**src/rtl/ps2_kbd_rx.sv**
```systemverilog
// PS/2 keyboard receiver: sync, clock glitch filter, 11-bit deframer, 8-entry FIFO.
// Ports: AXI_CLK/RESETN, ps2_clk/ps2_data pins, rd_pop/ovf_clr in; rd_data/rd_valid/
// fifo_count/INTR_kbd out; err_parity/err_frame pulses, sticky overflow.
// Optional macro PS2_RX_TIMEOUT_EN: discard partial frames after TIMEOUT_CYC idle cycles.
module ps2_kbd_rx #(
  parameter int FIFO_AW     = 3,
  parameter int FILT_LEN    = 8,
  parameter int TIMEOUT_CYC = 16600
) (
  input  logic               AXI_CLK,
  input  logic               RESETN,
  input  logic               ps2_clk,
  input  logic               ps2_data,
  input  logic               rd_pop,
  input  logic               ovf_clr,
  output logic [7:0]         rd_data,
  output logic               rd_valid,
  output logic [FIFO_AW:0]   fifo_count,
  output logic               INTR_kbd,
  output logic               err_parity,
  output logic               err_frame,
  output logic               overflow
);

  localparam int DEPTH = 1 << FIFO_AW;
  localparam int FW    = $clog2(FILT_LEN + 1);

  typedef enum logic [1:0] {IDLE, SHIFT, CHECK} st_t;

  st_t               st, nxt;
  logic [1:0]        clk_sy, dat_sy;
  logic [FW-1:0]     filt_cnt;
  logic              filt_clk, filt_d;
  logic              strobe, bit_in;
  logic [9:0]        sh;
  logic [3:0]        bit_cnt;
  logic              to_hit;
  logic              push, push_ok, pop_ok;
  logic [7:0]        mem [DEPTH];
  logic [FIFO_AW-1:0] wr_ptr, rd_ptr;

  always_ff @(posedge AXI_CLK or negedge RESETN) begin
    if (!RESETN) begin
      clk_sy <= 2'b11;
      dat_sy <= 2'b11;
    end else begin
      clk_sy <= {clk_sy[0], ps2_clk};
      dat_sy <= {dat_sy[0], ps2_data};
    end
  end

  // Filtered clock flips only after FILT_LEN consecutive differing samples.
  always_ff @(posedge AXI_CLK or negedge RESETN) begin
    if (!RESETN) begin
      filt_cnt <= '0;
      filt_clk <= 1'b1;
      filt_d   <= 1'b1;
    end else begin
      filt_d <= filt_clk;
      if (clk_sy[1] == filt_clk) begin
        filt_cnt <= '0;
      end else if (filt_cnt == FW'(FILT_LEN - 1)) begin
        filt_clk <= clk_sy[1];
        filt_cnt <= '0;
      end else begin
        filt_cnt <= filt_cnt + 1'b1;
      end
    end
  end

  assign strobe = filt_d & ~filt_clk;
  assign bit_in = dat_sy[1];

`ifdef PS2_RX_TIMEOUT_EN
  localparam int TW = $clog2(TIMEOUT_CYC + 1);
  logic [TW-1:0] to_cnt;

  always_ff @(posedge AXI_CLK or negedge RESETN) begin
    if (!RESETN)                    to_cnt <= '0;
    else if (st != SHIFT || strobe) to_cnt <= '0;
    else                            to_cnt <= to_cnt + 1'b1;
  end

  assign to_hit = (st == SHIFT) && !strobe
               && (to_cnt == TW'(TIMEOUT_CYC));
`else
  assign to_hit = 1'b0;
`endif

  always_ff @(posedge AXI_CLK or negedge RESETN) begin
    if (!RESETN) st <= IDLE;
    else         st <= nxt;
  end

  always_comb begin
    nxt = st;
    unique case (st)
      IDLE:  if (strobe && !bit_in) nxt = SHIFT;
      SHIFT: if (strobe && bit_cnt == 4'd9) nxt = CHECK;
             else if (to_hit)               nxt = IDLE;
      CHECK: nxt = IDLE;
      default: nxt = IDLE;
    endcase
  end

  // sh[7:0] data, sh[8] parity, sh[9] stop once ten bits are in.
  always_comb begin
    err_frame  = 1'b0;
    err_parity = 1'b0;
    push       = 1'b0;
    unique case (st)
      IDLE:  err_frame = strobe & bit_in;
      SHIFT: err_frame = to_hit;
      CHECK: begin
        err_frame  = ~sh[9];
        err_parity = ~(^sh[8:0]);
        push       = sh[9] & (^sh[8:0]);
      end
      default: ;
    endcase
  end

  always_ff @(posedge AXI_CLK or negedge RESETN) begin
    if (!RESETN) begin
      sh      <= '0;
      bit_cnt <= '0;
    end else if (st == IDLE && strobe && !bit_in) begin
      sh      <= '0;
      bit_cnt <= '0;
    end else if (st == SHIFT && strobe) begin
      sh      <= {bit_in, sh[9:1]};
      bit_cnt <= bit_cnt + 1'b1;
    end
  end

  // A pop frees a slot in the same cycle, so a full FIFO can still accept.
  assign pop_ok  = rd_pop && (fifo_count != '0);
  assign push_ok = push
                && (fifo_count != (FIFO_AW+1)'(DEPTH) || pop_ok);

  always_ff @(posedge AXI_CLK) begin
    if (push_ok) mem[wr_ptr] <= sh[7:0];
  end

  always_ff @(posedge AXI_CLK or negedge RESETN) begin
    if (!RESETN) begin
      wr_ptr     <= '0;
      rd_ptr     <= '0;
      fifo_count <= '0;
      rd_data    <= '0;
      overflow   <= 1'b0;
    end else begin
      if (push_ok) wr_ptr <= wr_ptr + 1'b1;
      if (pop_ok)  rd_ptr <= rd_ptr + 1'b1;
      unique case ({push_ok, pop_ok})
        2'b10:   fifo_count <= fifo_count + 1'b1;
        2'b01:   fifo_count <= fifo_count - 1'b1;
        default: ;
      endcase
      if (pop_ok) begin
        if (fifo_count == (FIFO_AW+1)'(1) && push_ok) rd_data <= sh[7:0];
        else rd_data <= mem[rd_ptr + 1'b1];
      end else if (push_ok && fifo_count == '0) begin
        rd_data <= sh[7:0];
      end
      if (push && !push_ok) overflow <= 1'b1;
      else if (ovf_clr)     overflow <= 1'b0;
    end
  end

  assign rd_valid = (fifo_count != '0);
  assign INTR_kbd = rd_valid;

endmodule

```
**config.mk**
```make
export PLATFORM = sky130hd
export DESIGN_NAME = ps2_kbd_rx
export DESIGN_NICKNAME = d
export VERILOG_FILES = /design/src/rtl/ps2_kbd_rx.sv
export SDC_FILE = /design/constraint.sdc
export NUM_CORES = 1
export LEC_CHECK = 0
export ABC_AREA = 1
export CAP_MARGIN = 5
export CORE_MARGIN = 5
export CORE_UTILIZATION = 45
export DETAILED_ROUTE_END_ITERATION = 10
export DONT_BUFFER_PORTS = 1
export PLACE_DENSITY_LB_ADDON = 0.3
export SETUP_SLACK_MARGIN = 0.4
export SLEW_MARGIN = 20
export SYNTH_ARGS = -nofsm -noshare
export SYNTH_HDL_FRONTEND = slang
export SYNTH_SLANG_ARGS = --single-unit
```
**constraint.sdc**
```tcl
create_clock -name AXI_CLK -period 2.42 [get_ports AXI_CLK]
set_input_delay 0.242 -clock AXI_CLK [delete_from_list [all_inputs] [get_ports AXI_CLK]]
set_output_delay 0.242 -clock AXI_CLK [all_outputs]
set_load 0.01 [all_outputs]
```
==> impl_metrics.json <==
{
  "status": "finished clean",
  "crit_path_start_kind": "flip-flop",
  "synthTopCellsByCount": "edfxtp_1 (64), nand2_1 (52), nor2_1 (50)",
  "synth.area.top_cells": "edfxtp_1 (41%), dfrtp_1 (21%), o21ai_0 (4.5%)",
  "use_met3_pct": 4.15,
  "busiest_layer": "met2",
  "area_growth_pct": 19.9,
  "placedCellCount": 554,
  "path_buf_inv": 2,
  "pwr-share-clk_pct": 34.2,
  "crit_path_end_kind": "flip-flop",
  "whs_path_depth": 2,
  "syn-cell-area_sq_mm": 0.00469,
  "synth-seq-area-share_pct": 65.2,
  "synth_cells": 415,
  "crit_arrival_ns": 2.27,
  "drt_wl_total_mm": 9.91,
  "antennaDiodeCount": 0,
  "via_per_inst": 5.34,
  "coreArea_sq_mm": 0.0102,
  "holdCritPathClass": "input port to flip-flop",
  "grt_setup_unrepaired": "true",
  "tns_ns": 0,
  "antenna_found_initial": 0,
  "p_seq_share_pct": 57.2,
  "drc_errors": 0,
  "fin_util_pct": 54.9,
  "synth_area_leader_cell": "edfxtp_1",
  "power.switching_uw": 872,
  "period_minus_slack_ns": 2.00,
  "hold_viol": 0,
  "yosysMostFrequentCell": "edfxtp_1",
  "drtIter0Drc": 237,
  "portBuffers": 0,
  "fin_cells": 598,
  "drtPass1Iterations": 5,
  "design_area_sq_mm": 0.00562,
  "max-cap-violations": 0,
  "worst_r2r_path_depth": 15,
  "critPathTopFamily": "simple AND/OR/NAND/NOR gates",
  "path_cells": "nor2_2 -> inv_1 -> nand2_1 -> nand2_2 -> nand2_1 -> nand2_2 -> nand2_2 -> nand2_2 -> nand2_4 -> nand3_4 -> ha_4 -> nor2_1 -> o21ai_1 -> xor2_1 -> inv_1",
  "vdd_drop_max_v": 0.000333,
  "place.gp.congestion": 0.795,
  "grt_use_met2_pct": 26.4,
  "yosys.area.top_type_share_pct": 41.0,
  "avgSynthCellArea_sq_um": 11.3,
  "p_leak_nw": 2.23,
  "dp_hpwl_mm": 6.61,
  "dieWidth_microns": 112,
  "final-seq-area_sq_mm": 0.00307,
  "tightestPinTransition_ns": 0.567,
  "critPathRequiredTime_ns": 2.68,
  "holdCritStartpoint": "rd_pop",
  "synth_cell_type_count": 36,
  "cp_common_cell": "nand2_2",
  "grt_pass1_vias": 3126,
  "fp-row-count": 37,
  "grtUsageMet1_pct": 21.9,
  "wl_per_cell_microns": 16.6,
  "ctsRootBufferMaster": "clkbuf_8",
  "ys.flop_type": "edfxtp_1",
  "p_int_mw": 2.76,
  "async_flop_share_pct": 41.3,
  "maxSlewHeadroom_pct": 62.2,
  "multi_input_area_sq_mm": 0.00160,
  "comb_power_share_pct": 8.7,
  "syn_nets": 431,
  "start_util_pct": 45.8,
  "synth_seq_cells": 109,
  "ant_nets": 0,
  "htreeDepth": 3,
  "vias": 3192,
  "ios": 23,
  "slowest_stage": "dfrtp_2",
  "die_h_microns": 112,
  "fill_cells": 838,
  "whs_endpoint": "rd_ptr[0]",
  "swShare_pct": 24.0,
  "fin_skew_ns": 0.0164,
  "grt_max_degree": 46,
  "cts_sinks": 109,
  "setup_viol": 0,
  "p_per_area_mw_per_mm2": 647,
  "cts_buffer_depth": 2,
  "crit_fanout": 5,
  "grt_overflow": 0,
  "worstSkewPairLatency_ns": 0.38,
  "fmax_mhz": 499,
  "grt_util_all_layers_pct": 16.3,
  "dpl_cell_area_sq_mm": 0.00505,
  "num-nets-final": 473,
  "r2r-end": "fifo_count[2]",
  "path_class": "flip-flop to flip-flop",
  "rrSetupSlack_ns": 0.42,
  "die_area_sq_mm": 0.0126,
  "synth_edf_count": 64,
  "grt_pass1_wl_mm": 16.2,
  "r2r_start": "sh[7]",
  "final_layout_size_suffix_gt1_share_pct": 24.2,
  "cp_slowest_stage_delay_ns": 0.44,
  "totalPowerFinal_mw": 3.63,
  "yosysWarnings": 0,
  "drv_slew": 0,
  "cts_tree": "yes",
  "cts.reportedPaths.clkPinSlew_ns": 0.10,
  "fin_crit_sh_pct": 82.8,
  "numCtsBuffers": 9
}
layout by cell type (no fill, tap or decap), types with 6 or more instances in the layout:
cell and instances:
clkbuf_8 9, inv_2 8, nand2_2 6, dfrtp_2 8
o21ai_1 8, xnor2_1 8, o221ai_1 8, ha_1 8
buf_6 10, buf_4 26, dfrtp_1 31, inv_1 25
o22ai_1 19, o21ai_0 39, xor2_1 7, nand2_1 50
edfxtp_1 64, dfstp_2 6, nor2_1 47, nand3_1 23
cell families after synthesis:
family,count (synthesis),share of synthesized area (%)
mux,1,0.240
simple gates,152,15.2
flops,109,65.2
compound gates,79,9.87
fa+ha+maj,10,2.67
buf+inv,49,4.08
xor+xnor,15,2.80
state kept, by name, indices dropped and copies added, names as in the netlist:
register and cells:
st 2, filt_cnt 4, rd_ptr 3, bit_cnt 4
mem 64, rd_data 8, overflow 1, sh 10
filt_clk 1, dat_sy 2, wr_ptr 3, fifo_count 4
filt_d 1, clk_sy 2
worst max-delay path by stage:
stage | start | endpoint | slack (ns) | depth (start not counted)
2_1_floorplan | sh[6] | mem[0][0] | 0.36 | 12
3_3_place_gp | sh[3] | mem[1][5] | 0.22 | 12
3_5_place_dp | sh[3] | fifo_count[2] | 0.16 | 14
4_1_cts | sh[4] | fifo_count[2] | 0.38 | 15
5_1_grt | sh[7] | fifo_count[2] | 0.25 | 15
6_report | sh[7] | fifo_count[2] | 0.42 | 15
cell type report:
class                   instances  area share [%]
flip-flops and latches        109            54.6
clock inverters                 6            1.78
inverters                      36            2.56
clock buffers                  10            2.27
well taps                     136            3.03
repair buffers                 43            7.39
multi-input cells             258            28.4
timing repair:
item                                    in CTS  in global routing
buffers inserted                            17                  5
pin swaps                                    4                  5
endpoints found under the setup margin      76                 77
endpoints found under the hold margin       48                  0
hold buffers                                 5                  0
cloned                                       1                  0
gates resized for setup                      9                 14
per-stage QoR:
| stage | setup slack (ns) | hold WS [ns] |
|---|---|---|
| floorplan | 0.358 | -0.0536 |
| CTS | 0.381 | 0.0584 |
| global placement | 0.218 | -0.0520 |
| detailed placement | 0.162 | -0.0522 |
| global route | 0.248 | 0.0577 |
| finish | 0.417 | 0.0661 |
layer usage:
metal / wire, microns / part of all wire, %
met1: 4340 / 44
met2: 4730 / 48
met3: 579 / 5.8
met4: 252 / 2.5
met5: 0 / 0
power by group through the flow:
stage | clock, mW | sequential, mW | combinational [mW]
4_1_cts | 1.28 | 2.08 | 0.312
3_3_place_gp | 0 | 2.12 | 0.239
3_5_place_dp | 0 | 2.12 | 0.245
5_1_grt | 1.33 | 2.09 | 0.365
6_report | 1.24 | 2.08 | 0.315
2_1_floorplan | 0 | 2.11 | 0.208
Power figures use the tool's default switching activity.
